<file path="src/rtl/red_pitaya_fads_sorter.sv">
// FADS sort-pulse scheduler.
// Each rising edge of sort_req_i (while enabled) queues a due time of
// tick + delay. When the head entry comes due, the block drives a bipolar
// square-wave burst on dac_o with hv_gate_o high, then waits holdoff cycles.
// Ports:
//   adc_clk_i, adc_rstn_i     clock, asynchronous active-low reset
//   sort_req_i                sort request level (rising edge = request)
//   dac_o, hv_gate_o          registered burst waveform and gate
//   busy_o                    scheduler active or requests pending
//   sys_*                     register bus (one-cycle ack, err tied low)
module red_pitaya_fads_sorter #(
  parameter int FSZ = 3,
  parameter int DWT = 14
) (
  input  logic                  adc_clk_i,
  input  logic                  adc_rstn_i,
  input  logic                  sort_req_i,
  output logic signed [DWT-1:0] dac_o,
  output logic                  hv_gate_o,
  output logic                  busy_o,
  input  logic [31:0]           sys_addr,
  input  logic [31:0]           sys_wdata,
  input  logic [3:0]            sys_sel,
  input  logic                  sys_wen,
  input  logic                  sys_ren,
  output logic [31:0]           sys_rdata,
  output logic                  sys_err,
  output logic                  sys_ack
);

  typedef enum logic [1:0] {S_IDLE, S_WAIT, S_PULSE, S_GAP} state_t;
  localparam int DEPTH = 1 << FSZ;

  function automatic logic [31:0] sat_inc(input logic [31:0] v);
    return (v == 32'hFFFF_FFFF) ? v : v + 32'd1;
  endfunction

  logic        enable;
  logic [31:0] delay, duration, half_period, amplitude, holdoff;
  logic [31:0] tick, pulses_cnt, dropped_cnt, late_cnt;
  logic [31:0] dur_cnt, hp_cnt, gap_cnt;
  state_t      state;

  logic [19:0] addr;
  logic        clr;
  assign addr = sys_addr[19:0];
  // Clear acts on the same edge that accepts the write.
  assign clr  = sys_wen && (addr == 20'h0) && sys_wdata[1];

  // Configuration registers
  always_ff @(posedge adc_clk_i or negedge adc_rstn_i) begin
    if (!adc_rstn_i) begin
      enable      <= 1'b1;
      delay       <= 32'd31250;
      duration    <= 32'd125000;
      half_period <= 32'd2500;
      amplitude   <= 32'd4000;
      holdoff     <= 32'd1250;
    end else if (sys_wen) begin
      case (addr)
        20'h00: enable      <= sys_wdata[0];
        20'h04: delay       <= sys_wdata;
        20'h08: duration    <= sys_wdata;
        20'h0C: half_period <= sys_wdata;
        20'h10: amplitude   <= sys_wdata;
        20'h14: holdoff     <= sys_wdata;
        default: ;
      endcase
    end
  end

  always_ff @(posedge adc_clk_i or negedge adc_rstn_i) begin
    if (!adc_rstn_i) tick <= '0;
    else             tick <= tick + 32'd1;
  end

  // Registered edge detect: request is acted on one cycle after the edge.
  logic req_q, edge_q;
  always_ff @(posedge adc_clk_i or negedge adc_rstn_i) begin
    if (!adc_rstn_i) begin
      req_q  <= 1'b0;
      edge_q <= 1'b0;
    end else begin
      req_q  <= sort_req_i;
      edge_q <= clr ? 1'b0 : (sort_req_i && !req_q);
    end
  end

  // Pending-sort FIFO of absolute due times
  logic [31:0]    mem [DEPTH];
  logic [FSZ-1:0] wr_ptr, rd_ptr;
  logic [FSZ:0]   level;
  logic           full, empty, push, drop, fire, late;
  logic [31:0]    diff;

  assign full  = (level == (FSZ+1)'(DEPTH));
  assign empty = (level == '0);
  assign push  = edge_q && enable && !full;
  assign drop  = edge_q && enable && full;
  // Wrap-safe due check: fire once signed (tick - due) is non-negative.
  assign diff  = tick - mem[rd_ptr];
  assign fire  = (state == S_WAIT) && !empty && !diff[31];
  assign late  = fire && (diff != 32'd0);

  always_ff @(posedge adc_clk_i) begin
    if (push) mem[wr_ptr] <= tick + delay;
  end

  always_ff @(posedge adc_clk_i or negedge adc_rstn_i) begin
    if (!adc_rstn_i) begin
      wr_ptr <= '0;
      rd_ptr <= '0;
      level  <= '0;
    end else if (clr) begin
      wr_ptr <= '0;
      rd_ptr <= '0;
      level  <= '0;
    end else begin
      if (push) wr_ptr <= wr_ptr + (FSZ)'(1);
      if (fire) rd_ptr <= rd_ptr + (FSZ)'(1);
      case ({push, fire})
        2'b10:   level <= level + (FSZ+1)'(1);
        2'b01:   level <= level - (FSZ+1)'(1);
        default: ;
      endcase
    end
  end

  // Burst scheduler
  logic [31:0]           dur_eff, hp_eff;
  logic signed [DWT-1:0] amp_eff;
  assign dur_eff = (duration == '0) ? 32'd1 : duration;
  assign hp_eff  = (half_period == '0) ? 32'd1 : half_period;
  // Top bit forced to zero so -amp_eff always fits.
  assign amp_eff = {1'b0, amplitude[DWT-2:0]};

  always_ff @(posedge adc_clk_i or negedge adc_rstn_i) begin
    if (!adc_rstn_i) begin
      state       <= S_IDLE;
      dac_o       <= '0;
      hv_gate_o   <= 1'b0;
      dur_cnt     <= '0;
      hp_cnt      <= '0;
      gap_cnt     <= '0;
      pulses_cnt  <= '0;
      dropped_cnt <= '0;
      late_cnt    <= '0;
    end else if (clr) begin
      state       <= S_IDLE;
      dac_o       <= '0;
      hv_gate_o   <= 1'b0;
      pulses_cnt  <= '0;
      dropped_cnt <= '0;
      late_cnt    <= '0;
    end else begin
      if (drop) dropped_cnt <= sat_inc(dropped_cnt);
      case (state)
        S_IDLE: if (!empty) state <= S_WAIT;
        S_WAIT: if (fire) begin
          dur_cnt   <= dur_eff;
          hp_cnt    <= hp_eff;
          dac_o     <= amp_eff;
          hv_gate_o <= 1'b1;
          state     <= S_PULSE;
          if (late) late_cnt <= sat_inc(late_cnt);
        end
        S_PULSE: begin
          if (dur_cnt == 32'd1) begin
            dac_o      <= '0;
            hv_gate_o  <= 1'b0;
            pulses_cnt <= sat_inc(pulses_cnt);
            gap_cnt    <= holdoff;
            state      <= (holdoff == '0) ? S_IDLE : S_GAP;
          end else begin
            dur_cnt <= dur_cnt - 32'd1;
            if (hp_cnt == 32'd1) begin
              dac_o  <= -dac_o;
              hp_cnt <= hp_eff;
            end else begin
              hp_cnt <= hp_cnt - 32'd1;
            end
          end
        end
        S_GAP: begin
          if (gap_cnt <= 32'd1) state <= S_IDLE;
          else                  gap_cnt <= gap_cnt - 32'd1;
        end
        default: state <= S_IDLE;
      endcase
    end
  end

  assign busy_o = (state != S_IDLE) || !empty;

  // Register read-back
  logic [31:0] rd_mux;
  always_comb begin
    rd_mux = '0;
    case (addr)
      20'h000: rd_mux = {31'd0, enable};
      20'h004: rd_mux = delay;
      20'h008: rd_mux = duration;
      20'h00C: rd_mux = half_period;
      20'h010: rd_mux = amplitude;
      20'h014: rd_mux = holdoff;
      20'h100: rd_mux = pulses_cnt;
      20'h104: rd_mux = dropped_cnt;
      20'h108: rd_mux = late_cnt;
      20'h10C: rd_mux = 32'(level);
      20'h110: rd_mux = {30'd0, state};
      default: rd_mux = '0;
    endcase
  end

  always_ff @(posedge adc_clk_i or negedge adc_rstn_i) begin
    if (!adc_rstn_i) begin
      sys_ack   <= 1'b0;
      sys_err   <= 1'b0;
      sys_rdata <= '0;
    end else begin
      sys_ack   <= sys_wen || sys_ren;
      sys_err   <= 1'b0;
      sys_rdata <= sys_ren ? rd_mux : 32'd0;
    end
  end

  logic unused_ok;
  assign unused_ok = ^{sys_sel, sys_addr[31:20], amplitude[31:DWT-1]};

endmodule
</file>
<file path="config.mk">
export PLATFORM = sky130hd
export DESIGN_NAME = red_pitaya_fads_sorter
export DESIGN_NICKNAME = d
export VERILOG_FILES = /design/src/rtl/red_pitaya_fads_sorter.sv
export SDC_FILE = /design/constraint.sdc
export NUM_CORES = 1
export LEC_CHECK = 0
export CAP_MARGIN = 20
export CORE_MARGIN = 2
export CORE_UTILIZATION = 45
export CTS_BUF_LIST = sky130_fd_sc_hd__clkbuf_16
export DETAILED_ROUTE_END_ITERATION = 7
export GPL_TIMING_DRIVEN = 0
export PLACE_DENSITY = 0.71
export SYNTH_ARGS = -nofsm -noshare
export SYNTH_HDL_FRONTEND = slang
export SYNTH_SLANG_ARGS = --single-unit
export TNS_END_PERCENT = 10
</file>
<file path="constraint.sdc">
create_clock -name adc_clk_i -period 5.4 [get_ports adc_clk_i]
set_input_delay 0.81 -clock adc_clk_i [delete_from_list [all_inputs] [get_ports adc_clk_i]]
set_output_delay 0.81 -clock adc_clk_i [all_outputs]
set_load 0.005 [all_outputs]
</file>
-- After elaboration in Yosys (flattened, before gate mapping)
Memory sizes are Yosys's and may differ from the RTL's.
Cells that the tools add are included.
W data, S select, Z words.
- memory bits (writable): 256
- output and inout port bits: 50
- input port bits: 73
- memories kept: 1
- flip-flop bits (word level): 447
- memories (name ; depth ; bits a word ; read ports ; clocked after Yosys merged registers in ; write ports ; RTL line ; RTL):
    mem ; 8 ; 32 ; 1 ; 0 ; 1 ; 90 ; logic [31:0] mem [DEPTH];
- bitwise operators: 1
- add/subtract/negate cells: 14
- magnitude comparators: 1
- reduce and logical (&&, ||, !) cells: 48
- equality and inequality tests: 33
- multiplexer cells: 51
- operators by type and width (cell ; count):
    $mux W32 ; 22
    $pmux W32 S11 ; 1
    $pmux W32 S2 ; 3
    $add A32 B1 Y32 const B ; 4
    $eq A20 B9 Y1 const B ; 5
    $eq A32 B32 Y1 const B ; 3
    $logic_not A32 Y1 ; 3
    $sub A32 B1 Y32 const B ; 3
    $eq A32 B1 Y1 const B ; 2
    $mux W14 ; 4
    $eq A20 B4 Y1 const B ; 2
    $eq A20 B5 Y1 const B ; 2
    $add A32 B32 Y32 ; 1
    $le A32 B1 Y1 const B ; 1
    $reduce_bool A32 Y1 ; 1
    $sub A32 B32 Y32 ; 1
    $pmux W14 S2 ; 1
    $eq A20 B3 Y1 const B ; 1
    $logic_not A20 Y1 ; 1
    $reduce_bool A2 Y1 ; 10
    $reduce_and A4 Y1 ; 4
    $ne A2 B2 Y1 const B ; 7
    $neg A14 Y14 ; 1
    $reduce_and A2 Y1 ; 7
    other kinds (23) ; 58

-- Logic depth before layout (Yosys ltp)
Gate-level depths: netlist of run 1.
- word-level depth: 9
- mapped depth: 21
- gate-level depth less buffers: 17

-- Worst setup path before layout of run 1
OpenSTA, ideal clock, no wires.
- path type: register to register
- from: reg rd_ptr[0]
- to: reg late_cnt[17]
- slack: -0.058 ns
- cell stages (with the launch flop): 20
- arrival: 5.339 ns
- cells stage by stage: dfrtp_1 -> buf_1 -> buf_1 -> mux4_2 -> mux2i_1 -> inv_1 -> fa_1 -> and2b_1 -> o21ai_1 -> nand2_1 -> mux2i_1 -> or4_1 -> or4_1 -> or4_1 -> nor4_2 -> and4_1 -> buf_6 -> buf_4 -> nor4_1 -> o21a_1
- cells in the longest elaborated chain, start to end: 7
- elaborated cells on any way between the ends: 9
- classes of those cells: 1 x add/sub; 7 x reduce/logical; 1 x memory
- RTL lines (what ; RTL line ; RTL):
    start: declaration ; 91 ; logic [FSZ-1:0] wr_ptr, rd_ptr;
    start signal: assignment ; 120 ; if (fire) rd_ptr <= rd_ptr + (FSZ)'(1);
    $mem_v2 Z8 W32 (*) ; n/a ;
    $sub A32 B32 Y32 (*) ; 101 ; assign diff = tick - mem[rd_ptr];
    branches (longest 4 deep; another with $reduce_bool A32 Y1) ; n/a ;
    $reduce_and A4 Y1 (no source line) (*) ; n/a ;
    end signal: assignment ; 165 ; if (late) late_cnt <= sat_inc(late_cnt);
    end: declaration ; 40 ; logic [31:0] tick, pulses_cnt, dropped_cnt, late_cnt;
Mark *: on every way between the ends.
A chain may end at the register's enable or synchronous reset.

-- Worst setup path in the final report of run 1
- from: reg rd_ptr[0]
- to: reg late_cnt[5]
The elaborated chain is that of the path after synthesis.

==> results.json, run 1 <==
{
  "status": "finished with violations",
  "violations": "DRC",
  "fin_worst_skew_ps": 28.9,
  "synthCells": 3089,
  "worst_pin_slew_ps": 1120,
  "placed_cell_area_um2": 37800,
  "via_per_inst": 6.31,
  "swShare_pct": 21.6,
  "numCtsBuffers": 77,
  "design_area_um2": 40700,
  "period_needed_ps": 5270,
  "dp_hpwl_mm": 79.4,
  "ys.flop_type": "dfrtp_1",
  "path_clk_slew_ps": 60,
  "postSynth.asyncResetShare_pct": 63.6,
  "postRouteAntennaNets": 0,
  "total_power_mw": 11.1,
  "first_iter_violations": 3672,
  "synth_cell_types": 80,
  "drc": 13,
  "finalSetupViolations": 0,
  "cts-root-buf": "clkbuf_16",
  "grt_overflow": 0,
  "syn_area_um2": 35100,
  "cts_sinks": 703,
  "vias": 27700,
  "cp.required_ps": 5960,
  "critPathLaunchType": "flip-flop",
  "synth_edf_count": 256,
  "slew_violations": 0,
  "dieHeight_um": 283,
  "cts_tree": "yes",
  "place_congestion": 0.966,
  "grt_pass1_vias": 26300,
  "crit_family": "simple AND/OR/NAND/NOR gates",
  "num-fill-cells": 6672,
  "yosysWarningCount": 0,
  "ys_seq_elements": 703,
  "crit_top_cell": "buf_6",
  "hold_viol_final": 0,
  "grt_pass1_wl_mm": 163,
  "comb_power_share_pct": 2.1,
  "final_cell_mix": "dfrtp_1, nor2_1, edfxtp_1, o21ai_0, a21oi_1",
  "p_leak_nw": 15.3,
  "grt_use_total_pct": 26.4,
  "syn_area_per_cell_um2": 11.4,
  "final_common_cell": "dfrtp_1",
  "drive_above_1_share_pct": 14.4,
  "max-clock-path-buffers": 3,
  "cp_max_fo": 10,
  "io_pins": 123,
  "cp_slowest_cell": "mux4_2",
  "holdBufCountCts": 0,
  "hp-class": "primary input to async pin",
  "p_per_area_nw_per_um2": 272,
  "design.die.area_um2": 80300,
  "antenna_found_initial": 2,
  "end_kind": "flip-flop",
  "dieWidth_um": 283,
  "arrival_ps": 5830,
  "cts_max_level": 3,
  "start_util_pct": 45.4,
  "routed_wl_mm": 107,
  "rows": 102,
  "switchingPower_mw": 2.39,
  "p_int_mw": 8.68,
  "core-area_um2": 77300,
  "firstDrtPassIters": 8,
  "maxSlewHeadroom_pct": 25.4,
  "fin_nets": 3445,
  "syn2layout_area_growth_pct": 15.9,
  "p_clk_share_pct": 47.7,
  "seq_area_frac_synth_pct": 53.9,
  "wl_per_cell_um": 24.3,
  "grt_max_degree": 123,
  "max_freq_ghz": 0.190,
  "timing_worst_setup_path_type": "flip-flop to flip-flop",
  "cp_cell_sequence": "buf_12 -> clkbuf_8 -> mux4_2 -> mux2i_2 -> ha_4 -> and2b_1 -> o2111a_1 -> o31ai_2 -> nand2b_1 -> xor2_1 -> or4_1 -> or4_4 -> nor4_4 -> and4_4 -> buf_6 -> buf_8 -> buf_6 -> o211ai_1 -> nand2_1",
  "max-vdd-ir-drop_uv": 232,
  "drv_cap": 0,
  "synth_nets": 3240,
  "io_buffer_count": 104,
  "crit_path_max_incr_delay_ps": 530,
  "path_buf_inv": 5,
  "insertion_delay_ps": 630,
  "finalCritPeriodShare_pct": 97.6,
  "seqPwrFrac_pct": 50.2
}
-- power groups by stage --
| stage | sequential [mW] | combinational (mW) | clock (mW) |
|---|---|---|---|
| detailed placement | 5.66 | 0.226 | 0 |
| finish | 5.56 | 0.229 | 5.28 |
| global placement | 5.67 | 0.212 | 0 |
| floorplan | 5.65 | 0.0539 | 0 |
| CTS | 5.56 | 0.228 | 5.33 |
| global route | 5.56 | 0.250 | 5.56 |
-- per-stage QoR --
| step | hold slack (ps) | TNS [ps] | cells | utilization [%] | worst slack, ps |
|---|---|---|---|---|---|
| final | 71.9 | 0 | 4397 | 52.6 | 130 |
| after global routing | 103 | -3.53 | 4396 | 52.6 | -2.59 |
| after CTS | 84.7 | 0 | 4394 | 52.4 | 2.62 |
| after detailed placement | 403 | -192800 | 4252 | 48.9 | -1880 |
| after global placement | 390 | -7490470 | 4233 | 48.4 | -16700 |
| after floorplan | 383 | 0 | 3089 | - | 117 |
-- synth_stat cells (all sizes together), types with 11 or more instances --
library cell	count	area share, %
dfrtp	416	30
nor2	276	3.0
edfxtp	256	22
o21ai	219	3.1
a21oi	194	2.8
mux2	163	5.2
nand2	150	1.6
clkbuf	121	1.3
nand3	94	1.3
nor3	88	1.3
ha	76	2.7
xnor2	74	1.8
nor4	71	1.3
mux4	64	4.1
a22oi	63	1.3
inv	61	0.65
xor2	59	1.5
a222oi	58	1.7
nand4	54	0.96
a31oi	48	0.86
or3	43	0.77
mux2i	40	1.1
and3	37	0.67
buf	36	0.53
dfstp	31	2.3
nand2b	24	0.43
or4	22	0.47
nor2b	21	0.37
o21a	16	0.34
a21o	15	0.32
o22ai	15	0.27
and4	14	0.35
o211ai	14	0.30
a211oi	12	0.26
a32oi	12	0.30
nor3b	12	0.26
and2	11	0.20
-- logic make-up (layout without fill, tap and decap cells) --
family	count (synthesis)	after routing	share of synthesized area, %
AOI/OAI and AO/OA	753	753	13.7
and+or+nand+nor	936	936	13.3
DFF	703	703	53.9
other	1	2	0.0107
muxes	267	267	10.5
adders and majority gates	78	78	2.82
buffers and inverters	218	485	2.48
xor gates and xnor gates	133	133	3.32
-- flip-flops by register name, summed over array words and instances, names as in the netlist, 2 cells and up --
name         flops
duration        32
half_period     32
mem            256
dropped_cnt     32
pulses_cnt      32
rd_ptr           3
gap_cnt         32
amplitude       32
late_cnt        32
dur_cnt         32
holdoff         32
state            2
wr_ptr           3
dac_o           14
hp_cnt          32
tick            32
level            4
sys_rdata       32
delay           32
-- final cells by class --
cell class,count,area (um2),share of cell area (%)
flip-flops and latches,703,18900,46.5
clock buffers,80,2000,4.92
diodes,1,2.50,0.00615
inverters,61,229,0.563
clock inverters,61,523,1.29
repair buffers,129,1420,3.50
multi-input cells,2168,15500,38.2
plain buffers,154,771,1.89
well taps,1040,1300,3.20
-- path summary, 6_finish.rpt --
check,from,slack (ps),cells past startpoint,endpoint
worst max-delay path,rd_ptr[0]$_DFFE_PN0P_,130,19,late_cnt[5]$_DFFE_PN0P_
worst min-delay path,adc_rstn_i,70,1,dur_cnt[14]$_DFFE_PN0P_
worst max register to register,rd_ptr[0]$_DFFE_PN0P_,130,19,late_cnt[5]$_DFFE_PN0P_
worst min register to register,req_q$_DFF_PN0_,400,1,edge_q$_DFF_PN0_
max in group asynchronous,adc_rstn_i,3890,3,sys_rdata[28]$_DFF_PN0_
min in group adc_clk_i,req_q$_DFF_PN0_,400,1,edge_q$_DFF_PN0_
-- repair_timing --
item	4_1_cts	5_1_grt
setup buffers	2	3
pin swaps	1	6
endpoints found under the hold margin	0	0
endpoints found under the setup margin	120	114
resized for setup	72	44
-- per-layer routing --
metal	GRT usage, %	up-vias	part of all wire, %
met4	10.4	0	4.1
met3	5.84	216	9.5
li1	-	12200	-
met2	38.6	1342	43
met5	0	-	0
met1	38.2	13900	43
Note: power is estimated with default switching activity, not from simulation.
==> inputs of run 2 (changes only) <==
--- a/config.mk
+++ b/config.mk
@@ -10,6 +10,7 @@
 export CORE_UTILIZATION = 45
 export CTS_BUF_LIST = sky130_fd_sc_hd__clkbuf_16
 export DETAILED_ROUTE_END_ITERATION = 7
+export GPL_ROUTABILITY_DRIVEN = 1
 export GPL_TIMING_DRIVEN = 0
 export PLACE_DENSITY = 0.71
 export SYNTH_ARGS = -nofsm -noshare
==> constraint.sdc (replaced) <==
create_clock -name adc_clk_i -period 4.7 [get_ports adc_clk_i]
set_input_delay 0.705 -clock adc_clk_i [delete_from_list [all_inputs] [get_ports adc_clk_i]]
set_output_delay 0.705 -clock adc_clk_i [all_outputs]
set_load 0.005 [all_outputs]
==> run 2 against run 1 <==
  * The run ends with DRC, setup timing left
  * Clock-buffer cell count fell by 1
  * Utilization rose by 1.2 points
  * Routed wire length rose by 2.9%
  * Die area did not move
  * Largest power group unchanged
  * Clock power rose by 15%
  * Total power rose by 15%
  * Sequential power rose by 15%
  * First-iteration DRC count barely moved
  * Cell area rose by 2.3%
  * Critical path depth rose by 4
  * Final cell count rose by 1.0%
  * Global-route usage rose by 0.46 points
==> results.json, run 2 (same netlist as run 1, synthesis figures left out) <==
{
  "status": "finished with violations",
  "violations": "DRC, setup timing",
  "timing.rr.end": "late_cnt[16]$_DFFE_PN0P_",
  "routed_wl_mm": 110,
  "dp_slack_ps": -2100,
  "cp_max_fo": 10,
  "grt_max_degree": 119,
  "drive_above_1_share_pct": 17.0,
  "final_common_cell": "dfrtp_1",
  "path_clk_slew_ps": 60,
  "firstDrtPassIters": 8,
  "insertion_delay_ps": 640,
  "rows": 102,
  "vias": 28100,
  "layout_setup_ws_ps": -305,
  "cts_tree": "yes",
  "dieHeight_um": 283,
  "first_iter_violations": 3674,
  "r2r_start": "rd_ptr[0]$_DFFE_PN0P_",
  "final_cell_mix": "dfrtp_1, nor2_1, edfxtp_1, o21ai_0, a21oi_1",
  "place_congestion": 0.955,
  "drv_cap": 0,
  "grt_use_total_pct": 26.8,
  "hold_viol_final": 0,
  "regMostFlops": "mem",
  "antenna_found_initial": 9,
  "period_needed_ps": 5000,
  "fin_worst_skew_ps": 38.3,
  "finalSetupViolations": 71,
  "register_area_um2": 18900,
  "multi_input_area_um2": 15900,
  "grt_overflow": 0,
  "timing_worst_setup_path_type": "flip-flop to flip-flop",
  "max_freq_ghz": 0.200,
  "finalCritPeriodShare_pct": 106,
  "hp-start": "req_q$_DFF_PN0_",
  "io_pins": 123,
  "max-clock-path-buffers": 3,
  "start_util_pct": 45.4,
  "cts-root-buf": "clkbuf_16",
  "slew_violations": 0,
  "holdPathEnd": "edge_q$_DFF_PN0_",
  "core-area_um2": 77300,
  "syn2layout_area_growth_pct": 18.6,
  "fin_nets": 3486,
  "cts_sinks": 703,
  "arrival_ps": 5540,
  "drc": 22,
  "rrSetupSlack_ps": -300,
  "cts_max_level": 3,
  "reg2reg_depth": 23,
  "grt_setup_unrepaired": "true",
  "end_kind": "flip-flop",
  "max-vdd-ir-drop_uv": 224,
  "worst_pin_slew_ps": 1250,
  "num-fill-cells": 6650,
  "hp-class": "flip-flop to flip-flop",
  "maxSlewHeadroom_pct": 16.5,
  "worstHoldPathCells": 1,
  "grt_pass1_wl_mm": 166,
  "numCtsBuffers": 76,
  "design.die.area_um2": 80300,
  "dieWidth_um": 283,
  "io_buffer_count": 104,
  "dp_hpwl_mm": 79.6,
  "p_per_area_nw_per_um2": 306,
  "cp.required_ps": 5230,
  "postRouteAntennaNets": 0,
  "grt_pass1_vias": 26800,
  "p_leak_nw": 15.6,
  "final_core_util_pct": 53.8,
  "via_per_inst": 6.33,
  "wl_per_cell_um": 24.8,
  "largest_reg_flops": 256,
  "critPathLaunchType": "flip-flop"
}
-- run 2: critical path, cell delays in order (launching register included) --
cell,delay (ps)
dfrtp_2,420
buf_4,160
buf_16,140
buf_12,140
buf_4,140
mux4_2,420
mux2i_1,230
ha_1,280
clkbuf_1,210
nor2_1,150
nor2_1,50
o21ai_0,250
o21bai_1,160
a211oi_2,220
xnor2_2,130
buf_4,170
nor4bb_1,270
buf_4,250
a21o_1,140
buf_4,160
buf_6,170
nand3_1,120
or3_1,380
a21oi_1,150
-- run 2: how the worst max path moves through the flow --
stage / depth (start not counted) / start / end / slack (ps)
floorplan: 18 / rd_ptr[0]$_DFFE_PN0P_ / late_cnt[17]$_DFFE_PN0P_ / 1
global placement: 1 / adc_rstn_i / sys_rdata[21]$_DFF_PN0_ / -17140
detailed placement: 19 / rd_ptr[1]$_DFFE_PN0P_ / dur_cnt[14]$_DFFE_PN0P_ / -2100
CTS: 21 / rd_ptr[0]$_DFFE_PN0P_ / late_cnt[26]$_DFFE_PN0P_ / -280
global route: 23 / rd_ptr[0]$_DFFE_PN0P_ / late_cnt[16]$_DFFE_PN0P_ / -490
finish: 23 / rd_ptr[0]$_DFFE_PN0P_ / late_cnt[16]$_DFFE_PN0P_ / -300
-- run 2: repair_timing --
item	CTS	global route
hold buffers	1	0
hold endpoints to repair	2	0
pin swaps	44	9
setup endpoints to repair	144	140
buffers inserted	44	3
resized for setup	173	14
cloned	3	0
-- run 2: layout make-up --
type / count / area share, %
repair buffers: 177 / 4.62
well taps: 1040 / 3.12
inverters: 61 / 0.550
flip-flops and latches: 703 / 45.4
clock inverters: 63 / 1.28
diodes: 2 / 0.0120
multi-input cells: 2168 / 38.2
plain buffers: 148 / 2.09
clock buffers: 79 / 4.75
-- run 2: metal layers --
layer	wire length [um]	up-vias	track usage (%)
met5	14	-	0
li1	-	12300	-
met2	48000	1437	39.8
met3	11300	227	6.38
met1	46200	14100	38.0
met4	4580	2	10.8
-- run 2: through the flow --
stage	power, mW	setup TNS [ps]	cell area (um2)	hold WS, ps	instances
finish	12.7	-9670	41600	405	4441
global placement	6.75	-7807440	37500	391	4233
CTS	12.8	-7610	41600	405	4438
detailed placement	6.76	-220270	37900	397	4253
floorplan	6.56	0	35100	383	3089
global route	13.1	-31410	41600	428	4439
-- run 2: power by group --
part | internal [mW] | switching [mW] | total, mW | leakage [nW]
sequential | 6.36 | 0.0325 | 6.39 | 7.32
combinational | 0.0832 | 0.178 | 0.261 | 6.97
clock | 3.51 | 2.57 | 6.08 | 1.28
total | 9.95 | 2.78 | 12.7 | 15.6
